<file path="src/rtl/edge_pulse_pkg.sv">
// Shared definitions for the edge pulse generator: mode encodings, pulse FSM states
// and the edge-qualification rule used by every channel.
package edge_pulse_pkg;

    localparam logic [1:0] MODE_RISE = 2'b00;
    localparam logic [1:0] MODE_FALL = 2'b01;
    localparam logic [1:0] MODE_BOTH = 2'b10;
    localparam logic [1:0] MODE_OFF  = 2'b11;

    typedef enum logic {
        IDLE   = 1'b0,
        ACTIVE = 1'b1
    } pulse_state_t;

    function automatic logic edge_qualifies(
        input logic [1:0] mode,
        input logic       rise,
        input logic       fall
    );
        case (mode)
            MODE_RISE: return rise;
            MODE_FALL: return fall;
            MODE_BOTH: return rise | fall;
            default:   return 1'b0;
        endcase
    endfunction

endpackage

</file>
<file path="src/rtl/edge_pulse_chan.sv">
// One channel: 2-flop sync, debounce, edge qualify, PULSE_W-wide one-shot (auto-repeat under EDGE_PULSE_AUTO_REPEAT_EN).
// Latency: trigger sampled at edge k -> level at k+1+DEB_CYCLES, out_pulse at k+2+DEB_CYCLES.
// Backpressure: none; free-running, every accepted edge is acted on.
module edge_pulse_chan
    import edge_pulse_pkg::*;
#(
    parameter int DEB_CYCLES    = 4,
    parameter int PULSE_W       = 1,
    parameter int REPEAT_DELAY  = 500,
    parameter int REPEAT_PERIOD = 100
) (
    input  logic       clk,
    input  logic       rst_n,
    input  logic       in_trig,
    input  logic [1:0] mode,
    output logic       out_pulse,
    output logic       level
);

    localparam int DW = $clog2(DEB_CYCLES + 1);
    localparam int WW = $clog2(PULSE_W + 1);

    logic          s1;
    logic          s2;
    logic [DW-1:0] dcnt;
    logic          level_prev;
    pulse_state_t  state;
    logic [WW-1:0] wcnt;
    logic          edge_hit;
    logic          rep_fire;
    logic          qualify;

    always_ff @(posedge clk) begin
        if (!rst_n) begin
            s1         <= 1'b0;
            s2         <= 1'b0;
            level      <= 1'b0;
            level_prev <= 1'b0;
            dcnt       <= '0;
        end else begin
            s1         <= in_trig;
            s2         <= s1;
            level_prev <= level;
            // Any return to the current level before acceptance restarts the count.
            if (s2 == level) begin
                dcnt <= '0;
            end else if (dcnt == DW'(DEB_CYCLES - 1)) begin
                level <= s2;
                dcnt  <= '0;
            end else begin
                dcnt <= dcnt + 1'b1;
            end
        end
    end

    // Edge is seen the cycle after level moves, which is where the extra clock of latency comes from.
    assign edge_hit = edge_qualifies(mode, level & ~level_prev, ~level & level_prev);
    assign qualify  = edge_hit | rep_fire;

`ifdef EDGE_PULSE_AUTO_REPEAT_EN
    localparam int RMAX = (REPEAT_DELAY > REPEAT_PERIOD) ? REPEAT_DELAY : REPEAT_PERIOD;
    localparam int RW   = $clog2(RMAX + 1);

    logic [RW-1:0] rcnt;
    logic          rphase;
    logic          rep_ok;
    logic [RW-1:0] rtarget;

    assign rep_ok   = level & ((mode == MODE_RISE) | (mode == MODE_BOTH));
    assign rtarget  = rphase ? RW'(REPEAT_PERIOD) : RW'(REPEAT_DELAY);
    assign rep_fire = rep_ok & (rcnt == rtarget);

    // First target is the hold delay, afterwards the repeat period.
    always_ff @(posedge clk) begin
        if (!rst_n || !rep_ok) begin
            rcnt   <= '0;
            rphase <= 1'b0;
        end else if (rep_fire) begin
            rcnt   <= RW'(1);
            rphase <= 1'b1;
        end else begin
            rcnt <= rcnt + 1'b1;
        end
    end
`else
    if (REPEAT_DELAY < 1 || REPEAT_PERIOD < 1) begin : g_bad_repeat_cfg
        assign rep_fire = 1'b0;
    end else begin : g_no_repeat
        assign rep_fire = 1'b0;
    end
`endif

    // A qualify while ACTIVE reloads the width, stretching the pulse instead of splitting it.
    always_ff @(posedge clk) begin
        if (!rst_n) begin
            state     <= IDLE;
            wcnt      <= '0;
            out_pulse <= 1'b0;
        end else begin
            case (state)
                IDLE: begin
                    if (qualify) begin
                        state     <= ACTIVE;
                        wcnt      <= WW'(PULSE_W - 1);
                        out_pulse <= 1'b1;
                    end
                end
                ACTIVE: begin
                    if (qualify) begin
                        wcnt <= WW'(PULSE_W - 1);
                    end else if (wcnt != '0) begin
                        wcnt <= wcnt - 1'b1;
                    end else begin
                        state     <= IDLE;
                        out_pulse <= 1'b0;
                    end
                end
                default: begin
                    state     <= IDLE;
                    out_pulse <= 1'b0;
                end
            endcase
        end
    end

endmodule

</file>
<file path="src/rtl/edge_pulse_gen.sv">
// N_CH independent debounced edge-to-pulse channels sharing one mode (auto-repeat under EDGE_PULSE_AUTO_REPEAT_EN).
// Latency: trigger sampled at edge k -> level at k+1+DEB_CYCLES, out_pulse at k+2+DEB_CYCLES.
// Backpressure: none; outputs are registered one-shots with no handshake.
module edge_pulse_gen
    import edge_pulse_pkg::*;
#(
    parameter int N_CH          = 4,
    parameter int DEB_CYCLES    = 4,
    parameter int PULSE_W       = 1,
    parameter int REPEAT_DELAY  = 500,
    parameter int REPEAT_PERIOD = 100
) (
    input  logic            clk,
    input  logic            rst_n,
    input  logic [N_CH-1:0] in_trig,
    input  logic [1:0]      mode,
    output logic [N_CH-1:0] out_pulse,
    output logic [N_CH-1:0] level
);

    for (genvar i = 0; i < N_CH; i++) begin : g_ch
        edge_pulse_chan #(
            .DEB_CYCLES   (DEB_CYCLES),
            .PULSE_W      (PULSE_W),
            .REPEAT_DELAY (REPEAT_DELAY),
            .REPEAT_PERIOD(REPEAT_PERIOD)
        ) u_chan (
            .clk      (clk),
            .rst_n    (rst_n),
            .in_trig  (in_trig[i]),
            .mode     (mode),
            .out_pulse(out_pulse[i]),
            .level    (level[i])
        );
    end

endmodule

</file>
<file path="config.mk">
export PLATFORM = sky130hd
export DESIGN_NAME = edge_pulse_gen
export DESIGN_NICKNAME = d
export VERILOG_FILES = /design/src/rtl/edge_pulse_pkg.sv /design/src/rtl/edge_pulse_chan.sv /design/src/rtl/edge_pulse_gen.sv
export SDC_FILE = /design/constraint.sdc
export NUM_CORES = 1
export LEC_CHECK = 0
export ABC_AREA = 1
export CORE_MARGIN = 4
export CORE_UTILIZATION = 55
export DETAILED_ROUTE_END_ITERATION = 6
export HOLD_SLACK_MARGIN = 0.05
export PLACE_DENSITY = 0.88
export SETUP_SLACK_MARGIN = 0.2
export SYNTH_ARGS = -nofsm -noshare
export SYNTH_HDL_FRONTEND = slang
export SYNTH_SLANG_ARGS = --single-unit
</file>
<file path="constraint.sdc">
create_clock -name clk -period 1.4 [get_ports clk]
set_input_delay 0.14 -clock clk [delete_from_list [all_inputs] [get_ports clk]]
set_output_delay 0.14 -clock clk [all_outputs]
set_load 0.05 [all_outputs]
</file>
[Word level (Yosys, flattened, before mapping)]
Cells that the tools add are included.
Storage, ports and cells
  register bits: 40
  output and inout port bits: 8
Operators by class
  add/subtract/negate cells: 8
  equality and inequality tests: 22
  muxes and demuxes: 52
  bitwise operators: 29
  reductions and logical operators: 13
Operator list (number)
  2-to-1 mux 1 bit: 36
  one-hot mux 1 bit (2 select lines): 12
  inverter 1 bit: 17
  inequality test 2 bit (second input constant): 8
  adder 3 x 1 -> 3 bit (second input constant): 4
  equality test 3 x 2 -> 1 bit (second input constant): 4
  one-hot mux 1 bit (3 select lines): 4
  AND reduction 3 bit: 4
  OR reduction 3 bit: 4
  AND 1 bit: 8
  inequality test 2 x 1 -> 1 bit (second input constant): 4
  AND reduction 2 bit: 4
  equality test 1 bit: 4
  OR 1 bit: 4
  subtractor 1 bit (second input constant): 4
  equality test 2 x 1 -> 1 bit (second input constant): 1
  equality test 2 bit (second input constant): 1
  logical NOT 2 bit: 1

[Longest topological paths before layout]
  word-level depth: 6
  gate-level depth with buffers: 6
  mapped depth without buffers: 6

[Hierarchy]
From an unflattened synthesis, not the netlist that was laid out.
Unflattened totals
  cell total of the unflattened synthesis: 188
  area, all modules: 1506.4 sq um
Modules (own cells, without submodules)
  edge_pulse_chan: instances 4, cells an instance 47, area each 376.6 sq um, sequential area each 180.2 sq um

[Worst setup path after synthesis]
No wires, ideal clock.
  path type: register to register
  start point: register g_ch[0].u_chan.dcnt[0]
  end point: register g_ch[0].u_chan.dcnt[0]
  setup time: 0.065 ns
  arrival: 0.996 ns
  data required time: 1.335 ns
  setup slack: 0.339 ns
  cell stages (with the launch flop): 6
  cell sequence: dfxtp_1 > ha_1 > ha_1 > a21oi_1 > o211ai_1 > nor2_1
On the way
  cells in the longest elaborated chain, start to end: 2
  elaborated cells between the ends (all ways): 3
RTL lines
  start, declared: RTL line edge_pulse_chan.sv:25  | logic [DW-1:0] dcnt;
  start signal, assigned: RTL line edge_pulse_chan.sv:51  | dcnt <= dcnt + 1'b1;
  branches (longest 2 deep; another with adder 3 x 1 -> 3 bit)
Several ways; the timed one is not identified.
A chain may end at the register's enable or synchronous reset.

[Worst setup path in the final report]
  start point: register g_ch[3].u_chan.level_prev
  end point: register g_ch[3].u_chan.out_pulse
On the way
  cells in the longest elaborated chain, start to end: 6
  elaborated cells between the ends (all ways): 8
RTL lines
  start, declared: RTL line edge_pulse_chan.sv:26  | logic level_prev;
  start signal, assigned: RTL line edge_pulse_chan.sv:43  | level_prev <= level;
  inverter 1 bit: RTL line edge_pulse_chan.sv:57  | assign edge_hit = edge_qualifies(mode, level & ~level_prev, ~level & level_prev);
  AND 1 bit: RTL line edge_pulse_chan.sv:57
  OR 1 bit: RTL line edge_pulse_pkg.sv:23  | MODE_BOTH: return rise | fall;
  one-hot mux 1 bit (3 select lines) *: RTL line edge_pulse_pkg.sv:20  | case (mode)
  inequality test 2 bit (no source line) / inequality test 2 x 1 -> 1 bit (equally long branches)
  AND reduction 3 bit (no source line) *
  end signal, assigned: RTL line edge_pulse_chan.sv:98  | out_pulse <= 1'b0;
  end signal, assigned: RTL line edge_pulse_chan.sv:105  | out_pulse <= 1'b1;
  end signal, assigned: RTL line edge_pulse_chan.sv:115  | out_pulse <= 1'b0;
  end, declared: RTL line edge_pulse_chan.sv:16  | output logic out_pulse,
Every way passes the cells marked *; elsewhere a longest branch is shown, timed or not.

==> results_dict.tcl <==
set metrics [dict create \
    status "finished, final reports clean" \
    worst_pin_slew_ns 0.278 \
    antenna_found_initial 0 \
    drv_cap 0 \
    dp_hpwl_um 1880 \
    ys_warn_count 0 \
    setup-violations-final 0 \
    ys_ff_latch 36 \
    path_class "flip-flop to flip-flop" \
    holdWs_ns 0.333 \
    place_ws_ns 0.0820 \
    track_usage 0.162 \
    grt_pass1_vias 1094 \
    rows 18 \
    power_frac_seq 0.642 \
    port_buffers 15 \
    fin_crit_ns 1.17 \
    hold_class "primary input to flip-flop" \
    cts_root_buffer "clkbuf_4" \
    synth-main-ff-cell "dfxtp_1" \
    ios 16 \
    avgSynthCellArea_um2 8.27 \
    antennaDiodeCount 0 \
    areaGrowthSynthToFinish_pct 18.3 \
    cts_buffers 5 \
    grt_max_degree 29 \
    clk_path_buf_depth 2 \
    die_h_um 60.9 \
    final_net_count 224 \
    setup_slack_ns 0.228 \
    start_kind "flip-flop" \
    synth.most_common_cell "inv_1" \
    fin_crit_sh 0.837 \
    finalHoldViolCount 0 \
    synth.area.top_cells "dfxtp_1 (47%), ha_1 (13%), inv_1 (10%), nand2_1 (6.8%), nor2_1 (5.9%)" \
    syn_inst 186 \
    overflow 0 \
    tns_ns 0 \
    dr.pass1.iters 4 \
    die_area_mm2 0.00371 \
    p_comb_frac 0.044 \
    cellPowerDensity_mw_per_mm2 893 \
    routedWlPerCell_um 11.8 \
    drt_iter0_markers 32 \
    syn_area_mm2 0.00154 \
    clk_pin_slew_ns 0.10 \
    ys_seq_area_frac 0.469 \
    drive_above_1_share 0.215 \
    async_flop_share 0 \
    synth_cell_type_count 14 \
    final_antenna_net_count 0 \
    synth_area_leader_cell "dfxtp_1" \
    required_ns 1.68 \
    endpoint_kind "flip-flop" \
    htree_levels 2 \
    grt_pass1_wl_um 4290 \
    slew_headroom 0.814 \
    p_switching_mw 0.371 \
    synth_top_cell_area_share 0.469 \
    core_mm2 0.00257 \
    clock_skew_ns 0.00692 \
    synth_nets 210 \
    clk_latency_ns 0.34 \
    power_switching_share 0.229 \
    post-route-drc-count 0 \
    hold_buffers 0 \
    fmax_ghz 0.854 \
    cp.arrival_ns 1.45 \
    synth-edff-count 0 \
    drt-total-wl_um 2710 \
    rsz0062_at_grt "false" \
    cts_tree "yes" \
    vias 1131 \
    via_per_inst 4.92 \
    clkPwrFrac 0.314 \
    slew_violations 0 \
    cts.sink_count 36 \
    synth_common_cells "inv_1 (42), dfxtp_1 (36), nand2_1 (28)" \
    peakVddDrop_v 0.000726 \
    crit_fanout 2 \
    internal-power_mw 1.25 \
    gp_congestion 0.877 \
    initial_utilization 0.599 \
    die_w_um 60.9 \
    leakage_nw 0.874 \
]
path summary, 6_finish.rpt:
check	from	end	slack, ns	depth (start not counted)
max	g_ch[3].u_chan.level_prev	g_ch[3].u_chan.out_pulse	0.23	6
min	in_trig[3]	g_ch[3].u_chan.s1	0.33	3
max reg2reg	g_ch[3].u_chan.level_prev	g_ch[3].u_chan.out_pulse	0.23	6
min reg2reg	g_ch[1].u_chan.dcnt[0]	g_ch[1].u_chan.dcnt[0]	0.40	1
layout by cell type, fill, tap and decap left out:
| master | synthesis | final |
|---|---|---|
| dfxtp_4 | 0 | 2 |
| clkdlybuf4s50_1 | 0 | 7 |
| clkbuf_1 | 0 | 1 |
| o211ai_1 | 4 | 4 |
| ha_1 | 16 | 9 |
| buf_4 | 9 | 6 |
| clkinv_2 | 0 | 1 |
| dfxtp_2 | 0 | 8 |
| nand3_1 | 4 | 4 |
| nand3_2 | 4 | 4 |
| ha_4 | 0 | 1 |
| nand2_1 | 28 | 28 |
| nor2_1 | 24 | 24 |
| nor2_2 | 1 | 1 |
| clkbuf_4 | 0 | 5 |
| o21ai_0 | 4 | 4 |
| buf_12 | 0 | 5 |
| a21oi_1 | 8 | 4 |
| nand3b_1 | 4 | 4 |
| ha_2 | 0 | 6 |
| a21oi_2 | 0 | 4 |
| inv_1 | 42 | 42 |
| dfxtp_1 | 36 | 26 |
through the flow:
stage | utilization | cell area, um^2 | power, mW | cells
2_1_floorplan | - | 1540 | 1.10 | 186
3_3_place_gp | 0.661 | 1700 | 1.13 | 221
3_5_place_dp | 0.661 | 1700 | 1.14 | 221
4_1_cts | 0.682 | 1750 | 1.64 | 228
5_1_grt | 0.709 | 1820 | 1.69 | 230
6_report | 0.709 | 1820 | 1.62 | 230
timing repair:
action | CTS | global route
cloned | 0 | 0
resized for setup | 4 | 20
pin swaps | 1 | 8
setup buffers | 0 | 2
setup endpoints to repair | 8 | 18
sequential cells by signal (all words and copies together), names as in the netlist:
| register | cells |
|---|---|
| g_ch.u_chan.dcnt | 12 |
| g_ch.u_chan.level | 4 |
| g_ch.u_chan.level_prev | 4 |
| g_ch.u_chan.out_pulse | 4 |
| g_ch.u_chan.s1 | 4 |
| g_ch.u_chan.s2 | 4 |
| g_ch.u_chan.state | 4 |
area by class of cell:
class | count | area, um^2
Clock inverter | 1 | 5.00
Clock buffer | 6 | 41.3
Fill cell | 196 | 748
Sequential cell | 36 | 738
Inverter | 42 | 158
Tap cell | 30 | 37.5
Multi-Input combinational cell | 97 | 624
Timing Repair Buffer | 18 | 215
routing by layer:
metal | wire length [um] | global-route usage
met1 | 1090 | 0.157
met4 | 91 | 0.108
met3 | 123 | 0.0745
met2 | 1410 | 0.276
met5 | 0 | 0
logic make-up after synthesis:
group	count (synthesis)	synth area share
AND/OR/NAND/NOR	65	0.190
buffers and inverters	53	0.153
flip-flops	36	0.469
AO/OA/AOI/OAI	16	0.0586
adder cells (fa/ha/maj)	16	0.130
worst max-delay path, cell delays in order (launching register included):
cell	delay, ns
dfxtp_2	0.34
inv_1	0.05
ha_1	0.31
nand3b_1	0.18
nand3_2	0.09
nor2_1	0.04
nor2_1	0.10
power by group through the flow:
stage                     Clock, mW  Sequential [mW]  Combinational, mW
after CTS                     0.524             1.05             0.0707
after detailed placement          0             1.07             0.0704
after global routing          0.566             1.04             0.0799
after global placement            0             1.07             0.0649
after floorplan                   0             1.07             0.0349
final                         0.511             1.04             0.0708
No activity file was read; power rests on OpenSTA's default activity.
